**config.mk**
```make
export PLATFORM = sky130hd
export DESIGN_NAME = procyon_ccu_linefill
export DESIGN_NICKNAME = d
export VERILOG_FILES = /design/src/rtl/procyon_lib_pkg.sv /design/src/rtl/procyon_core_pkg.sv /design/src/rtl/procyon_ccu_linefill_asm.sv /design/src/rtl/procyon_ff.sv /design/src/rtl/procyon_srff.sv /design/src/rtl/procyon_ccu_linefill.sv
export SDC_FILE = /design/constraint.sdc
export NUM_CORES = 1
export LEC_CHECK = 0
export ABC_AREA = 1
export BUFFER_PORTS_ARGS = -buffer_cell sky130_fd_sc_hd__buf_2
export CORE_MARGIN = 2
export CORE_UTILIZATION = 47
export CTS_BUF_LIST = sky130_fd_sc_hd__clkbuf_2
export DETAILED_ROUTE_END_ITERATION = 8
export PLACE_DENSITY_LB_ADDON = 0.05
export SKIP_LAST_GASP = 1
export SYNTH_ARGS = -nofsm -noshare
export SYNTH_HDL_FRONTEND = slang
export SYNTH_SLANG_ARGS = --single-unit
```
**constraint.sdc**
```tcl
create_clock -name clk -period 6 [get_ports clk]
set_clock_uncertainty 0.1 [all_clocks]
set_input_delay 1.2 -clock clk [delete_from_list [all_inputs] [get_ports clk]]
set_output_delay 1.2 -clock clk [all_outputs]
set_load 0.05 [all_outputs]
```
**src/rtl/procyon_lib_pkg.sv**
```systemverilog
// procyon_lib_pkg: generic helper functions shared across the procyon codebase.
// No ports; provides clog2() for sizing index and counter fields.
package procyon_lib_pkg;

  // Number of bits needed to index 'value' distinct items (0 for value <= 1).
  function automatic int clog2(input int value);
    int width;
    width = 0;
    while ((32'sd1 <<< width) < value) begin
      width = width + 32'sd1;
    end
    return width;
  endfunction

endpackage

```
**src/rtl/procyon_core_pkg.sv**
```systemverilog
// procyon_core_pkg: core-wide geometry constants.
// No ports; provides the data-cache line offset width used to split byte
// addresses into line address and line offset.
package procyon_core_pkg;

  localparam int DC_LINE_SIZE    = 32;
  localparam int DC_OFFSET_WIDTH = procyon_lib_pkg::clog2(DC_LINE_SIZE);

endpackage

```
**src/rtl/procyon_ccu_linefill_asm.sv**
```systemverilog
// procyon_ccu_linefill_asm: beat counter plus cacheline assembly register.
// Each accepted beat is written into its little-endian slot of the line and
// the counter advances, wrapping to zero after the final beat.
// Ports: clk, rst (async, active-high), i_clear (zero the beat counter),
//        i_beat_valid / i_beat_data (incoming beat), o_last_beat (this beat
//        completes the line), o_line (assembled line).
module procyon_ccu_linefill_asm
  import procyon_lib_pkg::*;
#(
  parameter int BEAT_WIDTH = 32,
  parameter int NUM_BEATS  = 8
) (
  input  logic                            clk,
  input  logic                            rst,
  input  logic                            i_clear,
  input  logic                            i_beat_valid,
  input  logic [BEAT_WIDTH-1:0]           i_beat_data,
  output logic                            o_last_beat,
  output logic [BEAT_WIDTH*NUM_BEATS-1:0] o_line
);

  localparam int CNT_W  = clog2(NUM_BEATS);
  localparam int LINE_W = BEAT_WIDTH * NUM_BEATS;

  logic [CNT_W-1:0]  cnt_r;
  logic [CNT_W-1:0]  cnt_next_s;
  logic [LINE_W-1:0] line_next_s;

  // Counter is a power-of-2 modulus, so the increment wraps to zero on its own.
  always_comb begin
    cnt_next_s = cnt_r;
    if (i_clear) begin
      cnt_next_s = {CNT_W{1'b0}};
    end else if (i_beat_valid) begin
      cnt_next_s = cnt_r + CNT_W'(1);
    end else begin
      cnt_next_s = cnt_r;
    end
  end

  // Merge the incoming beat into its slot of the current line.
  always_comb begin
    line_next_s = o_line;
    line_next_s[cnt_r*BEAT_WIDTH +: BEAT_WIDTH] = i_beat_data;
  end

  assign o_last_beat = i_beat_valid & (cnt_r == CNT_W'(NUM_BEATS - 1));

  procyon_srff #(
    .WIDTH       (CNT_W),
    .RESET_VALUE ({CNT_W{1'b0}})
  ) cnt_ff (
    .clk  (clk),
    .rst  (rst),
    .i_en (1'b1),
    .i_d  (cnt_next_s),
    .o_q  (cnt_r)
  );

  procyon_ff #(
    .WIDTH (LINE_W)
  ) line_ff (
    .clk  (clk),
    .i_en (i_beat_valid),
    .i_d  (line_next_s),
    .o_q  (o_line)
  );

endmodule

```
**src/rtl/procyon_ff.sv**
```systemverilog
// procyon_ff: enabled datapath register without reset.
// Ports: clk, i_en (load enable), i_d (next value), o_q (registered value).
module procyon_ff #(
  parameter int WIDTH = 1
) (
  input  logic             clk,
  input  logic             i_en,
  input  logic [WIDTH-1:0] i_d,
  output logic [WIDTH-1:0] o_q
);

  // Load on enable; contents are don't-care until first written.
  always_ff @(posedge clk) begin
    if (i_en) begin
      o_q <= i_d;
    end
  end

endmodule

```
**src/rtl/procyon_srff.sv**
```systemverilog
// procyon_srff: enabled register with asynchronous active-high reset to a
// parameterised value.
// Ports: clk, rst (async, active-high), i_en (load enable), i_d (next value),
//        o_q (registered value).
module procyon_srff #(
  parameter int                 WIDTH       = 1,
  parameter logic [WIDTH-1:0]   RESET_VALUE = {WIDTH{1'b0}}
) (
  input  logic             clk,
  input  logic             rst,
  input  logic             i_en,
  input  logic [WIDTH-1:0] i_d,
  output logic [WIDTH-1:0] o_q
);

  // Load on enable, force the reset value asynchronously.
  always_ff @(posedge clk or posedge rst) begin
    if (rst) begin
      o_q <= RESET_VALUE;
    end else if (i_en) begin
      o_q <= i_d;
    end
  end

endmodule

```
**src/rtl/procyon_ccu_linefill.sv**
```systemverilog
// procyon_ccu_linefill: fetches one cacheline from the bus interface on behalf
// of a miss handling queue (MHQ) entry. One fill is outstanding at a time.
// Ports:
//   clk, rst                       clock, async active-high reset
//   i_mhq_req_valid/idx/addr       fill request (line address)
//   o_mhq_req_ready                high only while idle
//   o_biu_en, o_biu_addr           bus read request, line-aligned byte address
//   i_biu_ack                      bus accepted the read
//   i_biu_data_valid, i_biu_data   returning beats, lowest beat first
//   o_ccu_done/idx/data            one-cycle completion pulse with the line
module procyon_ccu_linefill
  import procyon_lib_pkg::*;
  import procyon_core_pkg::*;
#(
  parameter int  OPTN_ADDR_WIDTH    = 32,
  parameter int  OPTN_DC_LINE_SIZE  = 32,
  parameter int  OPTN_BIU_DATA_SIZE = 4,
  parameter int  OPTN_MHQ_DEPTH     = 4,
  localparam int MHQ_IDX_WIDTH      = clog2(OPTN_MHQ_DEPTH)
) (
  input  logic                                   clk,
  input  logic                                   rst,
  input  logic                                   i_mhq_req_valid,
  input  logic [MHQ_IDX_WIDTH-1:0]               i_mhq_req_idx,
  input  logic [OPTN_ADDR_WIDTH-DC_OFFSET_WIDTH-1:0] i_mhq_req_addr,
  output logic                                   o_mhq_req_ready,
  output logic                                   o_biu_en,
  output logic [OPTN_ADDR_WIDTH-1:0]             o_biu_addr,
  input  logic                                   i_biu_ack,
  input  logic                                   i_biu_data_valid,
  input  logic [8*OPTN_BIU_DATA_SIZE-1:0]        i_biu_data,
  output logic                                   o_ccu_done,
  output logic [MHQ_IDX_WIDTH-1:0]               o_ccu_idx,
  output logic [8*OPTN_DC_LINE_SIZE-1:0]         o_ccu_data
);

  localparam int BIU_W       = 8 * OPTN_BIU_DATA_SIZE;
  localparam int NUM_BEATS   = OPTN_DC_LINE_SIZE / OPTN_BIU_DATA_SIZE;
  localparam int LINE_ADDR_W = OPTN_ADDR_WIDTH - DC_OFFSET_WIDTH;

  typedef enum logic [1:0] {
    IDLE = 2'b00,
    REQ  = 2'b01,
    DATA = 2'b10,
    DONE = 2'b11
  } state_t;

  logic [1:0]             state_r;
  state_t                 state_s;
  state_t                 state_next_s;
  logic                   accept_s;
  logic                   ack_s;
  logic                   beat_valid_s;
  logic                   last_beat_s;
  logic [LINE_ADDR_W-1:0] addr_r;

  assign state_s      = state_t'(state_r);
  assign accept_s     = (state_s == IDLE) & i_mhq_req_valid;
  assign ack_s        = (state_s == REQ) & i_biu_ack;
  // Beats outside DATA (including the ack cycle) never reach the assembler.
  assign beat_valid_s = (state_s == DATA) & i_biu_data_valid;

  // Next-state selection for the fill sequence.
  always_comb begin
    state_next_s = state_s;
    case (state_s)
      IDLE: begin
        if (i_mhq_req_valid) begin
          state_next_s = REQ;
        end else begin
          state_next_s = IDLE;
        end
      end
      REQ: begin
        if (i_biu_ack) begin
          state_next_s = DATA;
        end else begin
          state_next_s = REQ;
        end
      end
      DATA: begin
        if (last_beat_s) begin
          state_next_s = DONE;
        end else begin
          state_next_s = DATA;
        end
      end
      DONE: begin
        state_next_s = IDLE;
      end
      default: begin
        state_next_s = IDLE;
      end
    endcase
  end

  procyon_srff #(
    .WIDTH       (2),
    .RESET_VALUE (2'b00)
  ) state_ff (
    .clk  (clk),
    .rst  (rst),
    .i_en (1'b1),
    .i_d  (state_next_s),
    .o_q  (state_r)
  );

  // Control outputs are decoded from the next state so they arrive registered
  // and aligned with the state they describe.
  procyon_srff #(
    .WIDTH       (1),
    .RESET_VALUE (1'b1)
  ) ready_ff (
    .clk  (clk),
    .rst  (rst),
    .i_en (1'b1),
    .i_d  (state_next_s == IDLE),
    .o_q  (o_mhq_req_ready)
  );

  procyon_srff #(
    .WIDTH       (1),
    .RESET_VALUE (1'b0)
  ) biu_en_ff (
    .clk  (clk),
    .rst  (rst),
    .i_en (1'b1),
    .i_d  (state_next_s == REQ),
    .o_q  (o_biu_en)
  );

  procyon_srff #(
    .WIDTH       (1),
    .RESET_VALUE (1'b0)
  ) done_ff (
    .clk  (clk),
    .rst  (rst),
    .i_en (1'b1),
    .i_d  (state_next_s == DONE),
    .o_q  (o_ccu_done)
  );

  procyon_ff #(
    .WIDTH (MHQ_IDX_WIDTH)
  ) idx_ff (
    .clk  (clk),
    .i_en (accept_s),
    .i_d  (i_mhq_req_idx),
    .o_q  (o_ccu_idx)
  );

  procyon_ff #(
    .WIDTH (LINE_ADDR_W)
  ) addr_ff (
    .clk  (clk),
    .i_en (accept_s),
    .i_d  (i_mhq_req_addr),
    .o_q  (addr_r)
  );

  assign o_biu_addr = {addr_r, {DC_OFFSET_WIDTH{1'b0}}};

  procyon_ccu_linefill_asm #(
    .BEAT_WIDTH (BIU_W),
    .NUM_BEATS  (NUM_BEATS)
  ) asm_inst (
    .clk          (clk),
    .rst          (rst),
    .i_clear      (ack_s),
    .i_beat_valid (beat_valid_s),
    .i_beat_data  (i_biu_data),
    .o_last_beat  (last_beat_s),
    .o_line       (o_ccu_data)
  );

endmodule
```
# Word level (Yosys, flattened, before mapping)
# Cells that the tools add are included.
[totals] ff_bits=293 inputBits=66 out_inout_bits=293 word_cells=32
[classes] addsub=2 n_eq_ne=6 shift=2 mux=7 bitwise_logic=4 reduce_logical=3
[ops] operator="256-bit bitwise mux" count=1
[ops] operator="32-bit by 34-bit variable shift with 256-bit output (first input constant)" count=1
[ops] operator="32-bit by 34-bit variable part select with 256-bit output" count=1
[ops] operator="8-bit negator with 34-bit output" count=1
[ops] operator="2-bit case mux with 4 select lines" count=1
[ops] operator="2-bit equality test (second input constant)" count=3
[ops] operator="3-bit two-way mux" count=2
[ops] operator="1-bit bitwise AND" count=4
[ops] operator="2-bit by 1-bit equality test with 1-bit output (second input constant)" count=2
[ops] operator="2-bit zero test" count=2
[ops] operator="3-bit by 1-bit adder with 3-bit output (second input constant)" count=1
[ops] operator="3-bit equality test (second input constant)" count=1
[ops] operator="1-bit two-way mux" count=2
[ops] operator="2-bit two-way mux" count=1
[ops] operator="2-bit nonzero test" count=1

# Depth between registers and ports, before layout
# Gate-level depths: netlist of run 1.
[logic_depth] depth_word=6 depth_mapped=8 depth_no_buf=6

# Cells and area by module
# Synthesis of run 1 repeated with hierarchy kept, for this count alone.
[unflattened] cells_unflattened=1281 area_unflattened_um2=13355.3
[by_module_without_submodules] mod="procyon_ff at asm_inst.line_ff" n_inst=1 cells_each=256 area_each_um2=7687.4
[by_module_without_submodules] mod="procyon_ccu_linefill_asm" n_inst=1 cells_each=928 area_each_um2=4334.2
[by_module_without_submodules] mod="procyon_ff at addr_ff" n_inst=1 cells_each=27 area_each_um2=810.8
[by_module_without_submodules] mod="procyon_ccu_linefill" n_inst=1 cells_each=26 area_each_um2=133.9
[by_module_without_submodules] mod="procyon_srff at asm_inst.cnt_ff" n_inst=1 cells_each=14 area_each_um2=116.4
[by_module_without_submodules] mod="procyon_srff at biu_en_ff ..." n_inst=2 cells_each=6 area_each_um2=43.8
[by_module_without_submodules] mod="procyon_srff at state_ff" n_inst=1 cells_each=10 area_each_um2=80.1
[by_module_without_submodules] mod="procyon_ff at idx_ff" n_inst=1 cells_each=2 area_each_um2=60.1
[by_module_without_submodules] mod="procyon_srff at ready_ff" n_inst=1 cells_each=6 area_each_um2=45.0

# Worst setup path before layout of run 1
# OpenSTA, ideal clock, no wires.
[synth_path] kind="flip-flop to flip-flop" from="reg, netlist name asm_inst.cnt_ff.o_q[0]" to="reg asm_inst.line_ff.o_q[0] (enable)" setup_time_ns=0.461 arrival_ns=3.886 t_required_ns=5.439 slack_ns=1.553 stages_incl_launch_ff=9 period_less_slack_ns=4.447 cell_sequence="dfrtp_1 inv_2 ha_1 ha_1 buf_2 nor2_2 nand2_1 buf_2 nor3_1"
[synth_rtl] element="to (signal assigned)" line="procyon_ff.sv:15" rtl="o_q <= i_d;"
[synth_rtl] element="to (decl)" line="procyon_ff.sv:9" rtl="output logic [WIDTH-1:0] o_q"

==> results.md, run 1 <==
- Run status: complete, no violations
- Final GP Congestion: 0.818
- Number of buffers created by CTS: 74
- Number of placement rows: 56
- Power per cell area: 425 mW/mm2
- Global-route congestion overflow total: 0
- Final period demand of the worst path: 3.89 ns
- Final setup TNS: 0 ns
- Final Power: 5.84 mW
- Post-Route Utilization: 0.592
- Buffer depth of the longest clock path: 3
- I/O pin total: 359
- Number of violations reported at the end of detailed-routing iteration 0: 778
- Average cell area after synthesis: 14.0 um2
- Resize count post-CTS: 0
- FF-to-FF path depth: 10
- Arrival time at the worst endpoint: 4.26 ns
- Wire length of the first global-routing pass: 46.2 mm
- Flop-to-flop setup slack: 2.11 ns
- Number of buffers added on ports: 353
- GRT Util Overall: 0.262
- Worst flop-to-flop path startpoint: asm_inst.cnt_ff.o_q[0]
- Share of post-route cells with drive strength above 1: 0.405
- Commonest cells after routing, fill and taps aside: sky130_fd_sc_hd__buf_2 (353), sky130_fd_sc_hd__edfxtp_1 (285), sky130_fd_sc_hd__nor2_1 (226)
- Most common library cell in the layout ignoring fill and taps: sky130_fd_sc_hd__buf_2
- Crit Path Max Fanout: 36
- Number of different library cells in the post-synthesis netlist: 27
- Register bit count reported by yosys: 293
- Fin nets: 1257
- Setup crit start kind: flip-flop
- DR vias: 7881
- Die Area: 0.0247 mm2
- Total half-perimeter wirelength after legalization and detailed placement: 21.9 mm
- Total of endpoints with negative setup slack in the final report: 0
- Xor and xnor area share after synthesis: 0
- Least-Margin Pin Slew: 1.12 ns
- CTS Root Cell: sky130_fd_sc_hd__clkbuf_2
- Post-synth EDFFs: 285
- # H-tree levels: 3
- Final worst path period share: 0.649
- Post-detailed-route count of antenna-violating nets: 0
- Slew headroom: 0.254
- Unrepaired setup endpoints after global routing: no
- Length of the first detailed-routing pass in iterations: 7
- Register area share after synthesis: 0.794
- Clock transition at the register clock pins on the worst setup and hold paths after CTS: 0.10 ns
- Highest ir drop seen on vdd: 374 uV
- Post-synthesis share of cell area spent on and, or, nand and nor gates: 0.163
- Most used DFF post-synth: sky130_fd_sc_hd__edfxtp_1
- Source-to-sink clock delay at the later pin of the worst-skew pair: 0.81 ns
- Critical path capture point type: flip-flop
- Maximum operating frequency: 0.257 GHz
- Yosys synthesis warning count: 0
- Growth of design area from synthesis to finish: 24.7%
- Number of pins exceeding their max-slew limit in the final report: 0
- CP Data Required Time: 6.37 ns
- Starting utilization of the core area: 0.475
- Count of maximum capacitance violations: 0
- Share of async-settable or async-resettable flops after synthesis: 0.0273
- Instance area at placement: 0.0131 mm2
- Crit Reg-Reg Endpoint: asm_inst.line_ff.o_q[211]
- Leakage power of the design: 5.23 nW
- Antenna violations before repair: 2
- CTS tree: yes
- Total setup buffers inserted after CTS: 0
- Dominant combinational cell family by area after synthesis: simple AND/OR/NAND/NOR gates
- Post-synth design cell area: 0.0110 mm2
- Filler cell count in the final layout: 2010
- Per-cell via count in the routed design: 5.08
- Vias in the first global route: 7445
- Post-route DRC: 0
- Core region area: 0.0233 mm2
- Type of the setup path with the least slack: reg2reg
- Clock sinks: 293
- Cell count after synthesis: 788
- Number of hold-slack violations in the final timing report: 0
- Drt total wl: 33.0 mm
- Floorplan die width: 157 um
- Hold/Removal Path Class: in2async
- Die extent in y: 157 um
- Compound-gate portion of the synthesized area: 0.00227
- Final design area excluding fillers: 0.0138 mm2
- Post-synthesis adder-cell area fraction: 0.00793
- Drt wl/cell: 21.2 um
- Cts-stage hold buffer count: 0
- Maximum number of pins on one net before global-route repair: 66
- Multiplexer area fraction after synthesis: 0
## worst max-delay path by stage
stage                                 from                        end
global route        asm_inst.cnt_ff.o_q[0]  asm_inst.line_ff.o_q[211]
global placement    asm_inst.cnt_ff.o_q[0]  asm_inst.line_ff.o_q[222]
floorplan           asm_inst.cnt_ff.o_q[0]    asm_inst.line_ff.o_q[0]
finish              asm_inst.cnt_ff.o_q[0]  asm_inst.line_ff.o_q[211]
detailed placement  asm_inst.cnt_ff.o_q[0]  asm_inst.line_ff.o_q[222]
CTS                 asm_inst.cnt_ff.o_q[0]  asm_inst.line_ff.o_q[211]
## Yosys cell counts, types with 6 or more instances
cell,count,share of area
sky130_fd_sc_hd__buf_2,29,0.013
sky130_fd_sc_hd__nor3_1,7,0.0032
sky130_fd_sc_hd__nand3_1,68,0.031
sky130_fd_sc_hd__inv_1,15,0.0051
sky130_fd_sc_hd__nor2_1,227,0.077
sky130_fd_sc_hd__edfxtp_1,285,0.78
sky130_fd_sc_hd__buf_4,6,0.0041
sky130_fd_sc_hd__nor3b_1,32,0.022
sky130_fd_sc_hd__ha_1,7,0.0079
sky130_fd_sc_hd__dfrtp_1,7,0.016
sky130_fd_sc_hd__clkbuf_1,8,0.0027
sky130_fd_sc_hd__nand2_1,71,0.024
## stage by stage
stage / instances / setup slack (ns) / hold slack (ns)
finish: 1552 / 2.11 / 0.236
global route: 1552 / 1.84 / 0.187
CTS: 1551 / 2.12 / 0.164
detailed placement: 1427 / 2.17 / 0.486
global placement: 1427 / 2.22 / 0.481
floorplan: 792 / 1.55 / 0.431
## worst max-delay path, stage by stage, from the launching register on
cell                       delay (ns)
sky130_fd_sc_hd__dfrtp_1         0.52
sky130_fd_sc_hd__inv_2           0.14
sky130_fd_sc_hd__ha_2            0.22
sky130_fd_sc_hd__ha_1            0.27
sky130_fd_sc_hd__buf_4           0.26
sky130_fd_sc_hd__clkinv_1        0.08
sky130_fd_sc_hd__buf_4           0.34
sky130_fd_sc_hd__nand2_1         0.10
sky130_fd_sc_hd__buf_4           0.27
sky130_fd_sc_hd__nor3_2          0.80
sky130_fd_sc_hd__buf_4           0.43
## registers in the layout, indices dropped and copies added, names as in the netlist
signal	flops
state_ff.o_q	2
asm_inst.cnt_ff.o_q	3
biu_en_ff.o_q	1
asm_inst.line_ff.o_q	256
ready_ff.o_q	1
idx_ff.o_q	2
addr_ff.o_q	27
done_ff.o_q	1
## cells by family after synthesis
family | Yosys count
and+or+nand+nor | 412
DFF | 293
buffers and inverters | 71
adders and majority gates | 7
AOI/OAI and AO/OA | 4
other | 1
## routing by layer
metal / share of wire / vias up / global-route usage / wire (um)
met5: 0 / - / 0 / 0
met4: 0.032 / 0 / 0.119 / 1070
met3: 0.091 / 57 / 0.0622 / 3010
met2: 0.49 / 452 / 0.413 / 16100
met1: 0.39 / 3810 / 0.346 / 12800
li1: - / 3562 / - / -
## power breakdown
part	total [mW]	switching [mW]	internal [mW]
logic	2.04	1.68	0.362
registers	2.47	0.0392	2.43
clock network	1.33	0.780	0.552
total	5.84	2.50	3.35
## layout make-up
type	instances	area, um2	area share
Multi-Input combinational cell	428	1980	0.144
Sequential cell	293	8760	0.637
Inverter	18	67.6	0.00491
Clock inverter	20	144	0.0105
Timing Repair Buffer	369	1890	0.137
Clock buffer	104	520	0.0378
Tap cell	319	399	0.0290
Antenna cell	1	2.50	0.000182
Power figures use the tool's default switching activity.
==> run 2: changes to the inputs <==
Clock period 6 ns to 3.3 ns, I/O delays scaled along.
==> run 2 against run 1 <==
Utilization is 1.8 points higher. Register-to-register slack worse by 1.6 ns. Clock-buffer cell count is 4 higher. Fmax is 38% higher. Final area is 3.0% higher. Critical path depth is 4 lower. Power is 87% higher. Critical path type unchanged. Critical endpoint is now asm_inst.line_ff.o_q[105]. Clock power is 92% higher. Highest routed layer unchanged. Worst setup slack worse by 1.6 ns. Worst hold slack worse by 0.12 ns.
==> results.md, run 2 (same netlist as run 1, synthesis figures left out) <==
- I/O pin total: 359 (unchanged)
- Antenna violations before repair: 1 (was 2)
- CP Data Required Time: 3.62 ns (was 6.37 ns)
- Smallest setup slack after layout: 0.471 ns (was 2.11 ns)
- Flip-flop and latch area: 0.00876 mm2 (unchanged)
- Hold/Removal Path Class: in2reg (was in2async)
- Final GP Congestion: 0.881 (was 0.818)
- Most common library cell in the layout ignoring fill and taps: sky130_fd_sc_hd__buf_2 (unchanged)
- Final worst path period share: 0.857 (was 0.649)
- GRT Util Overall: 0.266 (was 0.262)
- Growth of design area from synthesis to finish: 28.4% (was 24.7%)
- Power per cell area: 772 mW/mm2 (was 425 mW/mm2)
- Die extent in y: 157 um (unchanged)
- DR vias: 7888 (was 7881)
- Filler cell count in the final layout: 1995 (was 2010)
- Type of the setup path with the least slack: reg2reg (unchanged)
- Number of buffers added on ports: 353 (unchanged)
- Instance area at placement: 0.0132 mm2 (was 0.0131 mm2)
- Resize count post-CTS: 0 (unchanged)
- Crit Path Max Fanout: 32 (was 36)
- Drt total wl: 33.4 mm (was 33.0 mm)
- Buffer depth of the longest clock path: 3 (unchanged)
- Floorplan die width: 157 um (unchanged)
- Register ranked first by flip-flop count: asm_inst.line_ff.o_q (unchanged)
- Setup crit start kind: flip-flop (unchanged)
- Per-cell via count in the routed design: 4.98 (was 5.08)
- Maximum operating frequency: 0.353 GHz (was 0.257 GHz)
- Wire length of the first global-routing pass: 47.0 mm (was 46.2 mm)
- Core region area: 0.0233 mm2 (unchanged)
- Arrival time at the worst endpoint: 3.15 ns (was 4.26 ns)
- Global-route congestion overflow total: 0 (unchanged)
- Count of maximum capacitance violations: 0 (unchanged)
- Flop pwr share: 0.411 (was 0.423)
- Leakage power of the design: 5.45 nW (was 5.23 nW)
- Switching share of power: 0.421 (was 0.427)
- Total half-perimeter wirelength after legalization and detailed placement: 21.9 mm (about the same)
- # H-tree levels: 3 (unchanged)
- Number of hold-slack violations in the final timing report: 0 (unchanged)
- Fin nets: 1294 (was 1257)
- Run status: complete, no violations (unchanged)
- Share of total power in combinational logic: 0.356 (was 0.349)
- Unrepaired setup endpoints after global routing: no (unchanged)
- Least-Margin Pin Slew: 0.757 ns (was 1.12 ns)
- Die Area: 0.0247 mm2 (unchanged)
- Clock network fraction of total power: 0.233 (was 0.228)
- Switching power summed over all nets: 4.60 mW (was 2.50 mW)
- FF-to-FF path depth: 6 (was 10)
- Worst flop-to-flop path startpoint: asm_inst.cnt_ff.o_q[0] (unchanged)
- Crit Reg-Reg Endpoint: asm_inst.line_ff.o_q[105] (was asm_inst.line_ff.o_q[211])
- CTS Root Cell: sky130_fd_sc_hd__clkbuf_2 (unchanged)
- Clock transition at the register clock pins on the worst setup and hold paths after CTS: 0.10 ns (about the same)
- Largest register FFs: 256 (unchanged)
- Setup Slack @ Placement: 0.493 ns (was 2.17 ns)
- Final setup TNS: 0 ns (unchanged)
- Final design area excluding fillers: 0.0142 mm2 (was 0.0138 mm2)
- Total of endpoints with negative setup slack in the final report: 0 (unchanged)
- Share of post-route cells with drive strength above 1: 0.400 (was 0.405)
- Combined area of the multi-input logic cells: 0.00201 mm2 (was 0.00198 mm2)
- Worst Hold Launch: i_mhq_req_valid
- Post-route DRC: 0 (unchanged)
- Final period demand of the worst path: 2.83 ns (was 3.89 ns)
- Total internal power: 6.33 mW (was 3.35 mW)
- Source-to-sink clock delay at the later pin of the worst-skew pair: 0.80 ns (was 0.81 ns)
- Worst hold path cell count: 3
- Highest ir drop seen on vdd: 480 uV (was 374 uV)
- Number of buffers created by CTS: 74 (unchanged)
- Hold EP: state_ff.o_q[0]
- Starting utilization of the core area: 0.475 (unchanged)
- Post-detailed-route count of antenna-violating nets: 0 (unchanged)
- Commonest cells after routing, fill and taps aside: sky130_fd_sc_hd__buf_2 (353), sky130_fd_sc_hd__edfxtp_1 (285), sky130_fd_sc_hd__nor2_1 (226) (unchanged)
- CTS tree: yes (unchanged)
- Number of violations reported at the end of detailed-routing iteration 0: 734 (was 778)
- Flop-to-flop setup slack: 0.47 ns (was 2.11 ns)
- Vias in the first global route: 7633 (was 7445)
- Number of placement rows: 56 (unchanged)
- Number of pins exceeding their max-slew limit in the final report: 0 (unchanged)
- Length of the first detailed-routing pass in iterations: 5 (was 7)
- Clock sinks: 293 (unchanged)
- Largest regs: asm_inst.line_ff.o_q (256), addr_ff.o_q (27), asm_inst.cnt_ff.o_q (3) (unchanged)
- Drt wl/cell: 21.1 um (was 21.2 um)
- Critical path capture point type: flip-flop (unchanged)
- Slew headroom: 0.494 (was 0.254)
- Maximum number of pins on one net before global-route repair: 65 (was 66)
==> run 2: cell types whose count changed in the layout (fill, tap and decap cells not counted), sizes merged <==
cell         change
bufinv           +2
clkbuf           +4
buf              +6
dlygate4sd3     +31
clkinv           -9
inv              -1
clkinvlp         -2
==> run 2: repair_timing <==
item,CTS,global route
endpoints found under the hold margin,38,0
setup buffers,0,0
hold buffers,31,0
==> run 2: how the worst max path moves through the flow <==
stage	endpoint	slack [ns]	depth (start not counted)	startpoint
after CTS	asm_inst.line_ff.o_q[100]	0.47	6	asm_inst.cnt_ff.o_q[0]
final	asm_inst.line_ff.o_q[105]	0.47	6	asm_inst.cnt_ff.o_q[0]
after floorplan	asm_inst.line_ff.o_q[160]	-0.91	7	asm_inst.cnt_ff.o_q[0]
after detailed placement	asm_inst.line_ff.o_q[118]	0.49	6	asm_inst.cnt_ff.o_q[0]
after global routing	asm_inst.line_ff.o_q[60]	0.29	6	asm_inst.cnt_ff.o_q[0]
after global placement	asm_inst.line_ff.o_q[126]	0.64	6	asm_inst.cnt_ff.o_q[0]
==> run 2: stage by stage <==
stage           util  power, mW  cells  hold slack (ns)
2_1_floorplan      -       7.44    792            0.375
3_3_place_gp   0.566       8.41   1433            0.472
3_5_place_dp   0.566       8.45   1433            0.483
4_1_cts        0.609       11.0   1582           0.0430
5_1_grt        0.609       11.6   1583           0.0618
6_report       0.609       10.9   1583            0.119
==> run 2: cell type report <==
cell class / count / share of cell area
Inverter: 18 / 0.00477
Tap cell: 319 / 0.0282
Clock inverter: 10 / 0.0102
Timing Repair Buffer: 406 / 0.159
Clock buffer: 108 / 0.0381
Multi-Input combinational cell: 428 / 0.142
Antenna cell: 1 / 0.000177
Sequential cell: 293 / 0.618
==> run 2: metal layers <==
| metal | GRT usage | part of all wire | wire [um] | up-vias |
|---|---|---|---|---|
| li1 | - | - | - | 3636 |
| met1 | 0.345 | 0.40 | 13200 | 3812 |
| met2 | 0.433 | 0.50 | 16600 | 394 |
| met3 | 0.0721 | 0.084 | 2810 | 46 |
| met4 | 0.0978 | 0.025 | 820 | 0 |
| met5 | 0 | 0 | 0 | - |
==> run 2: power groups by stage <==
stage / logic [mW] / clock network [mW] / registers (mW)
finish: 3.90 / 2.55 / 4.49
global route: 4.24 / 2.81 / 4.51
CTS: 3.91 / 2.63 / 4.49
detailed placement: 3.88 / 0 / 4.57
global placement: 3.84 / 0 / 4.57
floorplan: 2.35 / 0 / 5.10
==> run 2: worst max-delay path: stages (launching register included) <==
cell and delay (ns):
sky130_fd_sc_hd__dfrtp_1 0.53, sky130_fd_sc_hd__inv_2 0.15, sky130_fd_sc_hd__ha_2 0.22, sky130_fd_sc_hd__ha_1 0.41, sky130_fd_sc_hd__nand2_1 0.37, sky130_fd_sc_hd__nor3_4 0.22
sky130_fd_sc_hd__buf_4 0.45
==> run 3: changes to the inputs <==
Settings changed: SYNTH_HIERARCHICAL set to 1.
==> run 3 against run 2 <==
Power is 29% higher. Clock power hardly changed. Final area is 17% higher. Combinational power is 60% higher. Utilization is 1.6 points lower. Die area is 20% higher. Highest routed layer unchanged.
==> results.md, run 3 <==
- Largest regs: asm_inst/line_ff/o_q (256), addr_ff/o_q (27), asm_inst/cnt_ff/o_q (3) (was asm_inst.line_ff.o_q (256), addr_ff.o_q (27), asm_inst.cnt_ff.o_q (3))
- I/O pin total: 359 (unchanged)
- Stage delay of the slowest cell on the critical path: 0.65 ns (was 0.53 ns)
- Top-count cell post-synth: sky130_fd_sc_hd__nand2_1 (was sky130_fd_sc_hd__edfxtp_1)
- Leakage power of the design: 7.30 nW (was 5.45 nW)
- Antenna violations before repair: 2 (was 1)
- Register ranked first by flip-flop count: asm_inst/line_ff/o_q (was asm_inst.line_ff.o_q)
- Flip-flop and latch area: 0.00876 mm2 (unchanged)
- Least-Margin Pin Slew: 1.13 ns (was 0.757 ns)
- Count of maximum capacitance violations: 0 (unchanged)
- Arrival time at the worst endpoint: 3.32 ns (was 3.15 ns)
- Die Area: 0.0298 mm2 (was 0.0247 mm2)
- Register area share after synthesis: 0.656 (was 0.794)
- Number of placement rows: 61 (was 56)
- Wire length of the first global-routing pass: 60.4 mm (was 47.0 mm)
- Most used DFF post-synth: sky130_fd_sc_hd__edfxtp_1 (unchanged)
- Most common library cell in the layout ignoring fill and taps: sky130_fd_sc_hd__nand2_1 (was sky130_fd_sc_hd__buf_2)
- Filler cell count in the final layout: 2528 (was 1995)
- Die extent in y: 173 um (was 157 um)
- Clock transition at the register clock pins on the worst setup and hold paths after CTS: 0.10 ns (about the same)
- Number of pins exceeding their max-slew limit in the final report: 0 (unchanged)
- Cell type with the largest total area after synthesis: sky130_fd_sc_hd__edfxtp_1 (unchanged)
- Length of the first detailed-routing pass in iterations: 5 (unchanged)
- Core region area: 0.0279 mm2 (was 0.0233 mm2)
- Total half-perimeter wirelength after legalization and detailed placement: 25.9 mm (was 21.9 mm)
- Cell count after synthesis: 1281 (was 788)
- Top cells by area in the synthesized netlist: sky130_fd_sc_hd__edfxtp_1 (64%), sky130_fd_sc_hd__nand2_1 (10%), sky130_fd_sc_hd__o21ai_0 (4.0%), sky130_fd_sc_hd__o21bai_1 (3.6%), sky130_fd_sc_hd__inv_1 (3.3%) (was sky130_fd_sc_hd__edfxtp_1 (78%), sky130_fd_sc_hd__nor2_1 (7.7%), sky130_fd_sc_hd__nand3_1 (3.1%), sky130_fd_sc_hd__nand2_1 (2.4%), sky130_fd_sc_hd__nor3b_1 (2.2%))
- CTS tree: yes (unchanged)
- Resize count post-CTS: 0 (unchanged)
- Power per cell area: 854 mW/mm2 (was 772 mW/mm2)
- CP Data Required Time: 3.77 ns (was 3.62 ns)
- Starting utilization of the core area: 0.479 (was 0.475)
- Final GP Congestion: 0.802 (was 0.881)
- Number of buffers created by CTS: 78 (was 74)
- Final period demand of the worst path: 2.85 ns (was 2.83 ns)
- Clock sinks: 293 (unchanged)
- Share of async-settable or async-resettable flops after synthesis: 0.0273 (unchanged)
- Post-Route Utilization: 0.593 (was 0.609)
- # H-tree levels: 3 (unchanged)
- Most used cell along the critical path: sky130_fd_sc_hd__inv_2
- Hold/Removal Path Class: in2reg (unchanged)
- Type of the setup path with the least slack: reg2reg (unchanged)
- Crit Path Max Fanout: 57 (was 32)
- Number of buffers added on ports: 353 (unchanged)
- Average cell area after synthesis: 10.4 um2 (was 14.0 um2)
- Cell chain of the critical path: inv_4, ha_1, ha_2, inv_2, nor2_4, inv_2, o21ai_0 (was inv_2, ha_2, ha_1, nand2_1, nor3_4, buf_4)
- Floorplan die width: 173 um (was 157 um)
- Drt wl/cell: 18.2 um (was 21.1 um)
- Most used standard cells in the synthesized netlist: sky130_fd_sc_hd__nand2_1 (368), sky130_fd_sc_hd__edfxtp_1 (285), sky130_fd_sc_hd__inv_1 (117) (was sky130_fd_sc_hd__edfxtp_1 (285), sky130_fd_sc_hd__nor2_1 (227), sky130_fd_sc_hd__nand2_1 (71))
- Setup crit start kind: flip-flop (unchanged)
- Growth of design area from synthesis to finish: 23.8% (was 28.4%)
- Highest ir drop seen on vdd: 521 uV (was 480 uV)
- Per-cell via count in the routed design: 5.07 (was 4.98)
- Standard cell with the maximum stage delay on the critical path: sky130_fd_sc_hd__inv_2 (was sky130_fd_sc_hd__dfrtp_1)
- GRT Util Overall: 0.256 (was 0.266)
- Combined area of the multi-input logic cells: 0.00378 mm2 (was 0.00201 mm2)
- Number of different library cells in the post-synthesis netlist: 35 (was 27)
- Post-route DRC: 0 (unchanged)
- Portion of synthesized cell area occupied by the leading cell type: 0.641 (was 0.775)
- Critical Path Source: asm_inst/cnt_ff/o_q[0] (was asm_inst.cnt_ff.o_q[0])
- Worst flop-to-flop path startpoint: asm_inst/cnt_ff/o_q[0] (was asm_inst.cnt_ff.o_q[0])
- Slew headroom: 0.249 (was 0.494)
- Register bit count reported by yosys: 293 (unchanged)
- Post-synth design cell area: 0.0134 mm2 (was 0.0110 mm2)
- Yosys synthesis warning count: 6 (was 0)
- CTS Root Cell: sky130_fd_sc_hd__clkbuf_2 (unchanged)
- Post-synth EDFFs: 285 (unchanged)
- Source-to-sink clock delay at the later pin of the worst-skew pair: 0.89 ns (was 0.80 ns)
- Unrepaired setup endpoints after global routing: no (unchanged)
- Number of hold-slack violations in the final timing report: 0 (unchanged)
- Share of post-route cells with drive strength above 1: 0.303 (was 0.400)
- Post-detailed-route count of antenna-violating nets: 0 (unchanged)
- Run status: complete, no violations (unchanged)
- Drt total wl: 38.9 mm (was 33.4 mm)
- Worst Hold Launch: i_mhq_req_valid (unchanged)
- Number of violations reported at the end of detailed-routing iteration 0: 955 (was 734)
- Buffer depth of the longest clock path: 3 (unchanged)
- Final Power: 14.1 mW (was 10.9 mW)
- Maximum number of pins on one net before global-route repair: 65 (unchanged)
- Global-route congestion overflow total: 0 (unchanged)
- Maximum operating frequency: 0.351 GHz (was 0.353 GHz)
- Vias in the first global route: 10600 (was 7633)
- DR vias: 10900 (was 7888)
- Fin nets: 1773 (was 1294)
- Largest register FFs: 256 (unchanged)
- Total of endpoints with negative setup slack in the final report: 0 (unchanged)
- Final worst path period share: 0.864 (was 0.857)
- Critical path capture point type: flip-flop (unchanged)
- Commonest cells after routing, fill and taps aside: sky130_fd_sc_hd__nand2_1 (368), sky130_fd_sc_hd__buf_2 (353), sky130_fd_sc_hd__edfxtp_1 (285) (was sky130_fd_sc_hd__buf_2 (353), sky130_fd_sc_hd__edfxtp_1 (285), sky130_fd_sc_hd__nor2_1 (226))
run 3: cell types whose count changed in the layout (fill, tap and decap cells not counted), moves of 32 or more:
| cell | change |
|---|---|
| sky130_fd_sc_hd__nand2_1 | +297 |
| sky130_fd_sc_hd__nor2_1 | -151 |
| sky130_fd_sc_hd__o21ai_0 | +105 |
| sky130_fd_sc_hd__inv_1 | +101 |
| sky130_fd_sc_hd__o21bai_1 | +63 |
| sky130_fd_sc_hd__nor3b_1 | -32 |
run 3: logic make-up (layout without fill, tap and decap cells):
family	Yosys count	after routing	synth area share
simple gates	528	528	0.162
fa+ha+maj	5	5	0.00468
other cells	3	22	0.000843
compound gates	246	246	0.109
flops	293	293	0.656
buf+inv	205	669	0.0674
xor+xnor	1	1	0.000656
run 3: path summary, 6_finish.rpt:
path                                                   to  slack, ns  cells past startpoint
worst max-delay path            asm_inst/line_ff/o_q[101]       0.45                      7
worst min-delay path                         ready_ff/o_q       0.08                      6
worst max register to register  asm_inst/line_ff/o_q[101]       0.45                      7
worst min register to register  asm_inst/line_ff/o_q[233]       0.46                      2
min in group asynchronous                   biu_en_ff/o_q       0.14                      3
max in group asynchronous          asm_inst/cnt_ff/o_q[0]       2.71                      3
run 3: final cells by class:
| type | instances | share of cell area |
|---|---|---|
| antenna | 4 | 0.000606 |
| clock buffer | 122 | 0.0369 |
| clock inverter | 16 | 0.00431 |
| inverter | 125 | 0.0293 |
| multi-input combinational | 798 | 0.229 |
| sequential | 293 | 0.530 |
| tap | 378 | 0.0286 |
| timing repair buffer | 406 | 0.142 |
run 3: through the flow:
stage / hold WS (ns) / setup WS (ns) / TNS, ns / instance area (um2) / std cells
2_1_floorplan: 0.289 / -1.87 / -448.61 / 13400 / 1296
3_3_place_gp: 0.427 / 0.542 / 0 / 15500 / 1970
3_5_place_dp: 0.428 / 0.447 / 0 / 15500 / 1970
4_1_cts: 0.0109 / 0.419 / 0 / 16500 / 2138
5_1_grt: 0.0567 / 0.193 / 0 / 16500 / 2140
6_report: 0.0816 / 0.450 / 0 / 16500 / 2142
run 3: repair_timing:
item	CTS	global route
hold buffers	30	0
buffers inserted	0	0
hold endpoints to repair	37	0
run 3: critical path: cells and delay by family (launching register included):
family | cells | cell delay [ns]
buffers and inverters | 3 | 1.15
adders and majority gates | 2 | 0.59
DFF | 1 | 0.42
AOI/OAI and AO/OA | 1 | 0.21
and+or+nand+nor | 1 | 0.12
run 3: power breakdown:
| part | total [mW] | switching [mW] | internal (mW) |
|---|---|---|---|
| Combinational | 6.23 | 4.99 | 1.24 |
| Sequential | 5.36 | 0.296 | 5.07 |
| Clock | 2.53 | 1.56 | 0.971 |
| Total | 14.1 | 6.84 | 7.28 |
run 3: routing by layer:
layer / vias up / wire [um] / track usage
li1: 5173 / - / -
met1: 5119 / 16200 / 0.337
met2: 502 / 18200 / 0.414
met3: 74 / 3500 / 0.0715
met4: 0 / 942 / 0.0830
met5: - / 0 / 0
